[config.mk]
export PLATFORM = sky130hd
export DESIGN_NAME = plps_bram_bridge
export DESIGN_NICKNAME = d
export VERILOG_FILES = /design/src/rtl/plps_bram_bridge.sv
export SDC_FILE = /design/constraint.sdc
export NUM_CORES = 1
export LEC_CHECK = 0
export BUFFER_PORTS_ARGS = -buffer_cell sky130_fd_sc_hd__clkbuf_2
export CORE_UTILIZATION = 40
export CTS_BUF_LIST = sky130_fd_sc_hd__clkbuf_2
export DETAILED_ROUTE_END_ITERATION = 8
export GPL_TIMING_DRIVEN = 0
export PLACE_DENSITY = 0.68
export SLEW_MARGIN = 30
export SYNTH_ARGS = -nofsm -noshare
export SYNTH_HDL_FRONTEND = slang
export SYNTH_SLANG_ARGS = --single-unit
[constraint.sdc]
create_clock -name clk -period 8.8 [get_ports clk]
set_input_delay 1.76 -clock clk [delete_from_list [all_inputs] [get_ports clk]]
set_output_delay 1.76 -clock clk [all_outputs]
set_load 0.05 [all_outputs]
[src/rtl/plps_bram_bridge.sv]
// PS-to-PL bridge: one decoded request port fanned out to NCH block-RAM channels.
// Define PLPS_BRAM_BYTE_EN to add wstrb and widen bram_we to per-byte enables.
module plps_bram_bridge #(
    parameter int NCH   = 4,
    parameter int AW    = 12,
    parameter int DW    = 32,
    parameter int RDLAT = 2,
`ifdef PLPS_BRAM_BYTE_EN
    localparam int BW   = DW/8
`else
    localparam int BW   = 1
`endif
) (
    input  logic              clk,
    input  logic              rst,
    input  logic              wr_req,
    input  logic              rd_req,
    input  logic [AW+3:0]     addr,
    input  logic [DW-1:0]     wdata,
`ifdef PLPS_BRAM_BYTE_EN
    input  logic [DW/8-1:0]   wstrb,
`endif
    output logic              busy,
    output logic              done,
    output logic              rvalid,
    output logic [DW-1:0]     rdata,
    output logic              err,
    output logic [NCH-1:0]    bram_en,
    output logic [NCH*BW-1:0] bram_we,
    output logic [NCH*AW-1:0] bram_addr,
    output logic [NCH*DW-1:0] bram_din,
    input  logic [NCH*DW-1:0] bram_dout
);

    typedef enum logic [1:0] {S_IDLE, S_ACCESS, S_WAIT, S_DONE} state_t;

    state_t              r_state;
    logic                r_wr;
    logic [3:0]          r_ch;
    logic [2:0]          r_cnt;
    logic                r_busy, r_done, r_rvalid, r_err;
    logic [DW-1:0]       r_rdata;
    logic [NCH-1:0]      r_en;
    logic [NCH*BW-1:0]   r_we;
    logic [NCH*AW-1:0]   r_addr;
    logic [NCH*DW-1:0]   r_din;

    logic [BW-1:0]       w_acc_we;
    logic                w_inr;
    logic [DW-1:0]       w_dout [16];

`ifdef PLPS_BRAM_BYTE_EN
    assign w_acc_we = wr_req ? wstrb : '0;
`else
    assign w_acc_we = wr_req;
`endif

    assign w_inr = (5'(r_ch) < 5'(NCH));

    // Channels beyond NCH read as zero so an out-of-range read captures all zeros.
    for (genvar g = 0; g < 16; g++) begin : g_dout
        if (g < NCH) begin : g_live
            assign w_dout[g] = bram_dout[g*DW +: DW];
        end else begin : g_dead
            assign w_dout[g] = '0;
        end
    end

    always_ff @(posedge clk or posedge rst) begin
        if (rst) begin
            r_state  <= S_IDLE;
            r_wr     <= 1'b0;
            r_ch     <= '0;
            r_cnt    <= '0;
            r_busy   <= 1'b0;
            r_done   <= 1'b0;
            r_rvalid <= 1'b0;
            r_err    <= 1'b0;
            r_rdata  <= '0;
            r_en     <= '0;
            r_we     <= '0;
            r_addr   <= '0;
            r_din    <= '0;
        end else begin
            case (r_state)
                S_IDLE: begin
                    if (wr_req || rd_req) begin
                        r_state <= S_ACCESS;
                        r_busy  <= 1'b1;
                        r_wr    <= wr_req;
                        r_ch    <= addr[AW+3:AW];
                        // Strobes are registered here so they are live exactly during ACCESS.
                        for (int k = 0; k < NCH; k++) begin
                            if (addr[AW+3:AW] == 4'(k)) begin
                                r_en[k]             <= 1'b1;
                                r_we[k*BW +: BW]    <= w_acc_we;
                                r_addr[k*AW +: AW]  <= addr[AW-1:0];
                                r_din[k*DW +: DW]   <= wdata;
                            end
                        end
                    end
                end
                S_ACCESS: begin
                    r_en <= '0;
                    r_we <= '0;
                    if (r_wr) begin
                        r_state <= S_DONE;
                        r_done  <= 1'b1;
                        r_err   <= !w_inr;
                    end else begin
                        r_state <= S_WAIT;
                        r_cnt   <= 3'(RDLAT-1);
                    end
                end
                S_WAIT: begin
                    if (r_cnt == '0) begin
                        r_rdata  <= w_dout[r_ch];
                        r_state  <= S_DONE;
                        r_done   <= 1'b1;
                        r_rvalid <= 1'b1;
                        r_err    <= !w_inr;
                    end else begin
                        r_cnt <= r_cnt - 3'd1;
                    end
                end
                S_DONE: begin
                    r_state  <= S_IDLE;
                    r_busy   <= 1'b0;
                    r_done   <= 1'b0;
                    r_rvalid <= 1'b0;
                    r_err    <= 1'b0;
                end
                default: r_state <= S_IDLE;
            endcase
        end
    end

    assign busy      = r_busy;
    assign done      = r_done;
    assign rvalid    = r_rvalid;
    assign rdata     = r_rdata;
    assign err       = r_err;
    assign bram_en   = r_en;
    assign bram_we   = r_we;
    assign bram_addr = r_addr;
    assign bram_din  = r_din;

endmodule
==> results of run 1 <==
==> cell families after synthesis <==
logic type / Yosys count / share of synthesized area
AOI/OAI and AO/OA: 58 / 0.0470
adders and majority gates: 7 / 0.00900
buffers and inverters: 47 / 0.0301
DFF: 230 / 0.591
muxes: 214 / 0.297
and+or+nand+nor: 47 / 0.0256
==> per-stage QoR <==
step | hold slack [ns] | TNS [ns] | setup WS [ns] | area [sq um] | utilization
after floorplan | 0.473 | 0 | 0.735 | 9740 | -
after global placement | 0.487 | -438.98 | -1.94 | 12100 | 0.512
after detailed placement | 0.493 | 0 | 5.35 | 12200 | 0.516
after CTS | 0.515 | 0 | 5.41 | 12700 | 0.535
after global routing | 0.521 | 0 | 5.38 | 12700 | 0.535
final | 0.512 | 0 | 5.51 | 12700 | 0.535
==> registers in the layout, indices dropped and copies added, names as in the netlist <==
| register | cells |
|---|---|
| r_cnt | 3 |
| bram_addr | 48 |
| rdata | 32 |
| bram_en | 4 |
| r_state | 2 |
| rvalid | 1 |
| r_wr | 1 |
| busy | 1 |
| done | 1 |
| bram_din | 128 |
| r_ch | 4 |
| err | 1 |
| bram_we | 4 |
==> worst max path at each step <==
stage	startpoint	to	slack (ns)	cells past startpoint
2_1_floorplan	rst	bram_addr[0]	0.74	1
3_3_place_gp	rst	bram_din[30]	-1.94	2
3_5_place_dp	addr[15]	bram_din[10]	5.35	6
4_1_cts	bram_addr[18]	bram_addr[18]	5.41	1
5_1_grt	bram_addr[18]	bram_addr[18]	5.38	1
6_report	bram_addr[18]	bram_addr[18]	5.51	1
==> layer usage <==
layer	share of wire	up-vias	wire [um]	global-route usage
met5	0	-	0	0
met3	0.085	35	2220	0.0698
met1	0.41	3525	10700	0.247
met2	0.50	295	13000	0.349
met4	0.013	0	339	0.0549
li1	-	3164	-	-
==> layout make-up <==
cell class	instances	share of cell area
well taps	319	0.0315
clock inverters	11	0.00375
clock buffers	81	0.0320
multi-input cells	326	0.291
inverters	8	0.00296
plain buffers	39	0.0207
repair buffers	401	0.164
flip-flops and latches	230	0.454
diodes	1	0.000197
==> placed cells by master, fill, tap and decap left out, types with 3 or more instances in the layout <==
master	n
sky130_fd_sc_hd__clkbuf_2	479
sky130_fd_sc_hd__clkbuf_1	10
sky130_fd_sc_hd__mux2_4	34
sky130_fd_sc_hd__mux2i_1	4
sky130_fd_sc_hd__buf_2	15
sky130_fd_sc_hd__nand3_1	4
sky130_fd_sc_hd__a21oi_1	5
sky130_fd_sc_hd__a22o_1	35
sky130_fd_sc_hd__ha_1	7
sky130_fd_sc_hd__inv_1	7
sky130_fd_sc_hd__clkinv_1	8
sky130_fd_sc_hd__nand2_1	19
sky130_fd_sc_hd__mux4_2	32
sky130_fd_sc_hd__o21ai_0	8
sky130_fd_sc_hd__buf_16	3
sky130_fd_sc_hd__o22ai_1	5
sky130_fd_sc_hd__nand2b_1	5
sky130_fd_sc_hd__buf_6	9
sky130_fd_sc_hd__dfrtp_1	230
sky130_fd_sc_hd__mux2_2	144
sky130_fd_sc_hd__nor2_1	11
sky130_fd_sc_hd__nor3b_2	3
==> power by group through the flow <==
stage	combinational (mW)	clock [mW]	sequential, mW
after floorplan	0.725	0	2.89
after global placement	2.58	0	1.64
after detailed placement	2.60	0	1.66
after CTS	2.61	0.700	1.64
after global routing	2.71	0.747	1.69
final	2.59	0.667	1.64
==> run summary, run 1 <==
Data on the critical path is required at its endpoint by 7.04 ns. Detailed placement finished with a half-perimeter wire length of 19.4 mm. For the final net count, the log shows 1252.

The startpoint identified for the worst register-to-register timing path is r_state[0]. Buffers inserted to repair hold after CTS numbered 0. Ranked by instance count, the synthesized netlist is headed by sky130_fd_sc_hd__dfrtp_1 (230), sky130_fd_sc_hd__mux2_2 (144), sky130_fd_sc_hd__a22o_1 (35). The depth of the worst register-to-register path came out at 7.

The first TritonRoute pass finished after 4 iterations. The signal on the critical path passes through clkbuf_2. TritonCTS built the clock tree. Counting distinct cell types in the post-synthesis netlist gives 30.

Setup repair after global routing left no endpoint under its margin. The tools report the clock sink total as 230. For this run, the top clock speed supported by timing is 0.304 GHz. After filler insertion, the fill cell instance count of the layout stands at 2139. The synthesis-to-finish area growth is 30.2%, and the number of enable-type register cells in the synthesized netlist is 0. The number of endpoints failing setup at the final stage was 0. The async set or reset register ratio after synthesis is 1.00. The logs give 400 for the number of ports placed on the die boundary and 59 for the total clock buffers created by CTS.

Category of cells accounting for the largest share of critical-path delay: flip-flops. When the netlist entered floorplanning its net count stood at 790. The number of buffers and inverters on the critical path works out to 1.

The finished layout holds 1416 standard cells, fillers aside. The leakage power total came out at 6.72 nW. Root buffer cell: sky130_fd_sc_hd__clkbuf_2. Critical path endpoint category: a primary output. Across the whole layout, storage elements account for 5760 sq um.

Buffer depth of the longest clock path: 3. The number of synthesis warnings was 0; the floorplan die area was 25000 sq um. Across all register-to-register paths, the minimum setup slack is 6.51 ns.

The post-cts resize count was 0. The worst hold path endpoint was bram_din[90]. The average vias per placed instance was 4.96; the final max-slew violation count was 0. The tool flagged a number of max-cap violations equal to 0.

The residual overflow from global routing was 0. The flow ran to the end, and the final reports show no timing, DRC or antenna violations. The number of hold violations in the final report is 0, and the worst path arrival time is 1.53 ns. The average wire per standard cell came out at 18.5 um. The pin slew with the least headroom to its limit came out at 0.635 ns. In this run the mean area of a mapped cell was 16.1 sq um.

The class of the tightest hold or removal check was reg2reg. The run gives 1 as the number of antenna violations at the first check in global routing. STA classifies the critical path startpoint as a register. The first routing iteration left 240 violations. The floorplan step defined a core boundary enclosing 23700 sq um. Number of cells traversed by the worst hold path: 1.

Among all stages on the critical path, the largest delay is contributed by sky130_fd_sc_hd__dfrtp_1. For the clock share of power, the log shows 0.136. In the post-synthesis netlist, the cell with the most instances is sky130_fd_sc_hd__dfrtp_1. Summed over all nets, the switching power comes to 2.46 mW. Multi-input gate area in the final layout: 3690 sq um. The routed layout has 7019 vias. The first global-routing pass estimated 39.3 mm of wire. The share of power burned in combinational logic was 0.529; the number of DRC violations after detailed routing was 0. The number of instances in the placed design was 1323; the worst slew margin relative to its limit was 0.576. Yosys attributes the largest share of cell area to sky130_fd_sc_hd__dfrtp_1 (59%), sky130_fd_sc_hd__mux2_2 (17%), sky130_fd_sc_hd__mux4_2 (7.4%), sky130_fd_sc_hd__mux2_4 (5.2%), sky130_fd_sc_hd__a22o_1 (3.1%). The clock transition at the registers of the reported paths was 0.10 ns; the starting density of the core was 0.411. The share of the clock period used by the worst path was 0.374. The final critical delay including setup and external delays is 3.29 ns, and the highest cell delay on the worst timing path is 0.38 ns. The logs give 0.205 for the total routing resource utilization after global routing and 4.90 mW for the power consumption.

The fraction of the yosys area taken by sequential cells was 0.591. The floorplan step set the die height to 158 um. The tools report the pin count of the biggest net entering global routing as 68. At the end of routability-driven placement, the weighted congestion stood at 0.731.

Input and output buffers added on the ports amount to 398. The run gives 0.0913 ns as the clock skew after layout. Horizontal die dimension: 158 um. Cell type contributing the most total cell area after synthesis: sky130_fd_sc_hd__dfrtp_1.

VDD sags by at most 0.219 mV. The internal power was 2.44 mW. Post-CTS timing repair inserted 0 buffers for setup.

For the clock insertion delay at the later pin of the skew report, the log shows 0.85 ns. The run gives 0 as the post-detailed-route count of antenna-violating nets. The H-tree level count came out at 2. For this design the ratio of total power to cell area is 386 nW/um^2. The number of global-route vias before repair came out at 7216. The endpoint identified for the worst register-to-register timing path is rdata[21]. Row generation in the floorplan step produced 56 rows.

In this run, synthesis produced a sequential element count of 230. The maximum fanout encountered on the critical timing path works out to 2. The path type of the worst setup path is reg2out. Wires add up to 26.3 mm.

The share of Yosys cell area claimed by the top area cell type is 0.591. In the synthesized netlist the dominant register cell turns out to be sky130_fd_sc_hd__dfrtp_1. The cell area after synthesis is 9740 sq um, and the share of post-route cells with drive strength above 1 is 0.668. Sequential share of power: 0.335. The number of cells produced by synthesis was 603. The switching part of the total works out to 0.502. The worst hold path begins at bram_din[90].
Power figures use the tool's default switching activity.
==> run 2, diff against run 1 <==
- PLACE_DENSITY: 0.68 -> 0.71
- clock period: 8.8 -> 3 ns (I/O delays scaled with it)
==> run summary, run 2 (same netlist as run 1, synthesis figures left out) <==
The final weighted congestion of routability-driven global placement is 0.763. The worst hold path belongs to the class in2reg. Buffers placed on the I/O ports in this run total 398.

The routed layout has 7216 vias. The share of power burned in combinational logic was 0.527. The tools report the critical path endpoint category as a register.

Number of hold violations in the final report: 0. The number of antenna violations at the first check in global routing is 1. The share of post-route cells with drive strength above 1 was 0.643. Number of cells traversed by the worst hold path: 3.

The critical-path cell with the highest stage delay was sky130_fd_sc_hd__dfrtp_1. The run finished with clean final reports. The average wire per standard cell works out to 18.6 um. Sort of element at the start of the critical path: a register.

The depth of the worst register-to-register path is 7, and the sequential share of power is 0.331. After detailed routing, the total wire length is 27.5 mm. The maximum fanout encountered on the critical timing path came out at 10. CTS placed an instance of sky130_fd_sc_hd__clkbuf_2 at the clock tree root.

The run gives 31 as the pin count of the biggest net entering global routing. The tools report the total routing resource utilization after global routing as 0.215. TritonCTS built the clock tree. The post-route core utilization was 0.563; the estimated wirelength of the detail-placed design was 20.3 mm. For the starting density of the core, the log shows 0.411.

STA puts the critical path data arrival time at 2.95 ns. Number of flip-flops in the largest register: 128. The number of standard-cell rows in the floorplan is 56.

Leaving out fill and tap cells, the most frequent cell in the layout is sky130_fd_sc_hd__clkbuf_2. Leakage power total: 7.00 nW. Summed over all nets, the switching power comes to 7.31 mW. On the worst path, the slowest cell contributes a delay of 0.42 ns. For the pin with the worst max-slew slack, the measured transition is 0.595 ns.

Floorplan die area: 25000 sq um. On the final layout, the worst hold slack is 0.0918 ns. Relative to the synthesized area, the layout overhead comes to 36.8%. The internal power was 7.27 mW; the average vias per placed instance was 4.87. The power consumption was 14.6 mW. The setup path with the least slack is of type reg2reg. In this run the horizontal extent of the chip is 158 um. Global routing finished with a remaining overflow of 0. Based on the critical path, the design can be clocked at up to 0.448 GHz.

In the layout the commonest cells are sky130_fd_sc_hd__clkbuf_2 (486), sky130_fd_sc_hd__dfrtp_1 (230), sky130_fd_sc_hd__mux2_2 (144), sky130_fd_sc_hd__dlygate4sd3_1 (47), sky130_fd_sc_hd__a22o_1 (35). The number of design-rule violations left by the first detailed-router iteration is 261, and the vertical die dimension is 158 um. The first detailed-routing pass ran for 4 iterations.

The clock share of power came out at 0.142. The logs give 0.720 mV for the worst supply voltage drop on vdd and 0 for the number of endpoints failing setup at the final stage. At the later pin of the worst-skew pair, clock insertion delay measures 0.84 ns. The final critical delay including setup and external delays is 2.23 ns, and the total clock buffers created by CTS is 60. The clock drives 230 sinks. The first global-routing pass estimated 41.5 mm of wire.

The required time reported for the critical path endpoint is 3.72 ns, and the final net count is 1306. For the final max-slew violation count, the log shows 0. Setup repair after global routing left no endpoint under its margin.

Across the run, the number of max-cap violations was 0. Walking the worst path, the cells encountered are inv_1, ha_1, buf_2, nand3_1, nor3_2, clkbuf_1, a22o_1. The core region is 23700 sq um. The post-detailed-route count of antenna-violating nets was 0; the share of the clock period used by the worst path was 0.744. In this run the count of I/O pins placed on the die edge is 400.

No sink is reached through more buffers than the 3 on the longest clock path. The number of global-route vias before repair came out at 7683. The run gives 0 as the number of DRC violations after detailed routing. Worst slew margin relative to its limit: 0.603. The total power per unit cell area came out at 1090 nW/um^2. The clock transition at the registers of the reported paths is 0.09 ns, and the H-tree level count is 2. The switching part of the total came out at 0.501.

The tools report the clock skew after layout as 0.0719 ns.
run 2: cell types whose count changed in the layout (fill, tap and decap cells not counted), sizes merged:
cell / change
clkinvlp: +2
clkbuf: +7
clkinv: +6
dlygate4sd3: +47
inv: -3
buf: +6
run 2: worst max-delay path, delay by kind of cell (launching register included):
family	cells	cell delay, ns
simple gates	2	0.67
buf+inv	3	0.72
flops	1	0.42
compound gates	1	0.21
fa+ha+maj	1	0.15
run 2: final timing paths:
check                            from          end  slack, ns
max reg2reg                r_state[0]    rdata[24]       0.77
max                        r_state[0]    rdata[24]       0.77
min reg2reg                 rdata[12]    rdata[12]       0.51
min                            wr_req         r_wr       0.09
min in group asynchronous         rst  bram_din[1]       0.34
max in group asynchronous         rst     rdata[2]       1.45
run 2: metrics by stage:
stage | TNS [ns] | cells | area, sq um | worst slack (ns)
after CTS | 0 | 1480 | 13300 | 0.617
after detailed placement | 0 | 1329 | 12300 | 0.667
after global placement | -455.57 | 1320 | 12100 | -2.01
after floorplan | -139.83 | 603 | 9740 | -0.608
final | 0 | 1481 | 13300 | 0.769
after global routing | 0 | 1481 | 13300 | 0.467
run 2: repair_timing:
item / CTS / global route
hold buffers: 47 / 0
resized for setup: 0 / 0
endpoints found under the hold margin: 183 / 0
setup buffers: 0 / 0
run 2: final cells by class:
type                       count  area [sq um]
clock buffer                  88           440
fill                        2035         10400
clock inverter                16          67.6
timing repair buffer         454          2670
antenna                        1          2.50
inverter                       8          33.8
sequential                   230          5760
multi-input combinational    326          3690
tap                          319           399
buffer                        39           263
run 2: power groups by stage:
stage | Sequential, mW | Clock (mW) | Combinational, mW
floorplan | 8.49 | 0 | 2.13
global placement | 4.82 | 0 | 7.55
detailed placement | 4.87 | 0 | 7.68
CTS | 4.83 | 2.15 | 7.75
global route | 4.97 | 2.30 | 8.05
finish | 4.83 | 2.07 | 7.69
run 2: routing by layer:
layer	global-route usage	part of all wire	vias up	wire, um
met3	0.0662	0.083	49	2290
met4	0.0691	0.019	0	526
met2	0.376	0.51	293	13900
met1	0.252	0.39	3587	10800
met5	0	0	-	0
li1	-	-	3287	-
==> run 3, diff against run 2 <==
- ABC_AREA: default -> 1
- PLACE_DENSITY: 0.71 -> 0.68
- clock period: 3 -> 2.15 ns (I/O delays scaled with it)
==> run summary, run 3 <==
Counting distinct cell types in the post-synthesis netlist gives 26. Final hold analysis gives a worst-case slack of 0.0981 ns. The run gives 1 as the number of antenna violations at the first check in global routing.

The tools report the critical hold path startpoint as bram_dout[55]. STA classifies the critical path endpoint as a register. In this run the worst hold path is classified as in2reg. The async set or reset register ratio after synthesis was 1.00. For hold timing, the worst endpoint is rdata[23]. In this run, the number of DRC markers left after iteration 0 of detailed routing was 677. For the number of ports placed on the die boundary, the log shows 400. For the sequential share of power, the log shows 0.312. In this run the power density over the cells is 1420 nW/um^2.

The die is 161 um tall. Post-CTS timing repair inserted 0 buffers for setup. The flip-flop and latch count after synthesis works out to 230. The top cell types in the final layout, fill and taps aside, are sky130_fd_sc_hd__clkbuf_2 (477), sky130_fd_sc_hd__nand2_1 (406), sky130_fd_sc_hd__dfrtp_1 (230), sky130_fd_sc_hd__dlygate4sd3_1 (178), sky130_fd_sc_hd__nand3_1 (108).

The net switching power is 11.3 mW, and the first-pass GRT wire length is 55.4 mm. By instance count, the leading cell after synthesis is sky130_fd_sc_hd__nand2_1. For the pin with the worst max-slew slack, the measured transition is 0.585 ns. The run gives 57 as the total clock buffers created by CTS. The internal power came out at 10.2 mW.

In the post-synthesis netlist, the biggest area contributors are sky130_fd_sc_hd__dfrtp_1 (57%), sky130_fd_sc_hd__nand2_1 (15%), sky130_fd_sc_hd__o21ai_2 (6.5%), sky130_fd_sc_hd__nand3_1 (5.3%), sky130_fd_sc_hd__o21ai_1 (5.1%). Across all register-to-register paths, the minimum setup slack is 0.09 ns. The region available for standard cell placement spans 25000 sq um.

For the worst-skew pair, the clock arrives at the later sink with an insertion delay of 0.83 ns. The largest total area in the synthesized netlist belongs to sky130_fd_sc_hd__dfrtp_1. In this run the clock root is driven by a sky130_fd_sc_hd__clkbuf_2. Ranked by instance count, the synthesized netlist is headed by sky130_fd_sc_hd__nand2_1 (406), sky130_fd_sc_hd__dfrtp_1 (230), sky130_fd_sc_hd__nand3_1 (108).

The final critical delay including setup and external delays was 2.06 ns. The routed layout has 10400 vias. Counting along the longest clock path gives a buffer depth of 3. The residual overflow from global routing came out at 0. Summed over all cells, the static leakage comes to 8.17 nW. The highest cell delay on the worst timing path is 0.56 ns. Setup repair after global routing left no endpoint under its margin. The synthesized design contains 0 enable-type register cells. The final weighted congestion of routability-driven global placement was 0.912; the number of flip-flops in the largest register was 128. The power consumption is 21.4 mW. The top achievable clock speed is 0.486 GHz. For the final net count, the log shows 1935. Clock skew on the completed layout was measured at 0.0295 ns. Net count after synthesis: 1289. The setup path with the least slack is of type reg2reg. For the final max-slew violation count, the log shows 0. The startpoint identified for the worst register-to-register timing path is r_ch[0]. For the worst flop-to-flop path, the logic depth is 8. Walking the worst path, the cells encountered are inv_1, clkbuf_4, nand2_1, nand3_1, dlygate4sd3_1, nand3_1, dlygate4sd3_1, nand2_1. The number of standard-cell rows in the floorplan was 58. The run finished with clean final reports. The starting density of the core is 0.406.

The wire length reported by the detailed router was 35.3 mm; the estimated wirelength of the detail-placed design was 25.6 mm. The logs give 26100 sq um for the floorplan die area and 0.816 mV for the worst supply voltage drop on vdd. Relative to the synthesized area, the layout overhead comes to 48.5%. STA classifies the critical path startpoint as a register.

Summed over all failing endpoints, the final setup total negative slack is 0 ns. The run gives 2 as the H-tree level count. The fill cell instance count of the final layout was 2188. The average wire per standard cell was 16.6 um. The critical-path cell with the highest stage delay is sky130_fd_sc_hd__dlygate4sd3_1. Once placement finished, the instance area stood at 12800 sq um. The switching part of the total was 0.526.

The run gives 0.558 as the share of power burned in combinational logic. The share of post-route cells with drive strength above 1 is 0.358, and the number of cells traversed by the worst hold path is 5. In the routed layout, each cell is associated on average with a via count of 4.90. The mapped netlist covers 10200 sq um. The synthesized area per cell was 9.23 sq um; the number of max-cap violations was 0. The logs give 30 for the pin count of the biggest net entering global routing and 0.130 for the clock share of power. The fraction of the yosys area taken by sequential cells was 0.566; the number of cells produced by synthesis was 1102. In this run the worst path has a maximum fanout of 10.

The share of the clock period used by the worst path is 0.957, and the first-pass iteration count of the detailed router is 5. Once detail routing completed, the nets flagged for antenna violations numbered 0. The post-route core utilization is 0.603. The number of hold violations in the final report is 0, and the number of DRC violations after detailed routing is 0. The clock sink total is 230.

The number of synthesis warnings is 0. Buffers placed on the I/O ports in this run total 399. Setup violations remaining at the end of the flow were counted as 0. Share of Yosys cell area claimed by the top area cell type: 0.566. TritonCTS built the clock tree. STA puts the critical path data arrival time at 2.82 ns. In this run the critical register-to-register path is captured at rdata[18]. Total routing resource utilization after global routing: 0.271.

For the worst slew margin relative to its limit, the log shows 0.610. From left edge to right edge, the die measures 161 um. Data on the critical path is required at its endpoint by 2.91 ns.

The most common cell after layout, fill and taps aside was sky130_fd_sc_hd__clkbuf_2. The number of global-route vias before repair was 10600; the post-layout instance area was 15100 sq um. The clock transition at the registers of the reported paths came out at 0.10 ns. Among all flip-flop cells after synthesis, the most frequent one is sky130_fd_sc_hd__dfrtp_1.
## run 3: how the worst max path moves through the flow
stage / from / endpoint / slack [ns]
2_1_floorplan: rst / bram_addr[0] / -1.29
3_3_place_gp: rst / bram_din[119] / -2.76
3_5_place_dp: r_state[0] / rdata[7] / 0.31
4_1_cts: r_state[0] / rdata[18] / 0.04
5_1_grt: r_ch[0] / rdata[18] / 0.003
6_report: r_ch[0] / rdata[18] / 0.09
## run 3: critical path, delay by kind of cell (launching register included)
family / cells / cell delay [ns]
and+or+nand+nor: 4 / 0.25
buffers and inverters: 4 / 1.37
DFF: 1 / 0.38
## run 3: layout make-up
type,instances,area (sq um),area share
sequential,230,5760,0.381
timing repair buffer,587,4020,0.266
multi-input combinational,742,3650,0.242
buffer,65,528,0.0349
tap,330,413,0.0273
clock buffer,78,390,0.0258
inverter,65,248,0.0164
clock inverter,23,103,0.00679
antenna,1,2.50,0.000166
## run 3: power by group through the flow
stage               Combinational [mW]  Clock (mW)  Sequential, mW
global placement                  10.8           0            6.72
finish                            12.0        2.79            6.69
CTS                               11.9        2.89            6.68
detailed placement                11.0           0            6.76
global route                      12.7        3.11            6.85
floorplan                         3.20           0            11.6
## run 3: stage by stage
stage,setup WS (ns),instances
6_report,0.0915,2121
4_1_cts,0.0358,2120
2_1_floorplan,-1.29,1102
3_3_place_gp,-2.76,1831
3_5_place_dp,0.305,1841
5_1_grt,0.00261,2121
## run 3: layer usage
metal,vias to the layer above,share of wire,track usage
li1,4916,-,-
met1,4905,0.38,0.315
met2,481,0.52,0.490
met3,91,0.064,0.0473
met4,0,0.039,0.118
met5,-,0,0
## run 3: cell families after synthesis
logic type	Yosys count	synth area share
AND/OR/NAND/NOR	541	0.226
AO/OA/AOI/OAI	193	0.123
buffers and inverters	130	0.0756
adder cells (fa/ha/maj)	7	0.00861
flip-flops	230	0.566
XOR/XNOR	1	0.000861
## run 3: repair_timing
action	4_1_cts	5_1_grt
hold endpoints to repair	272	0
resized for setup	0	2
endpoints found under the setup margin	0	1
hold buffers	178	0
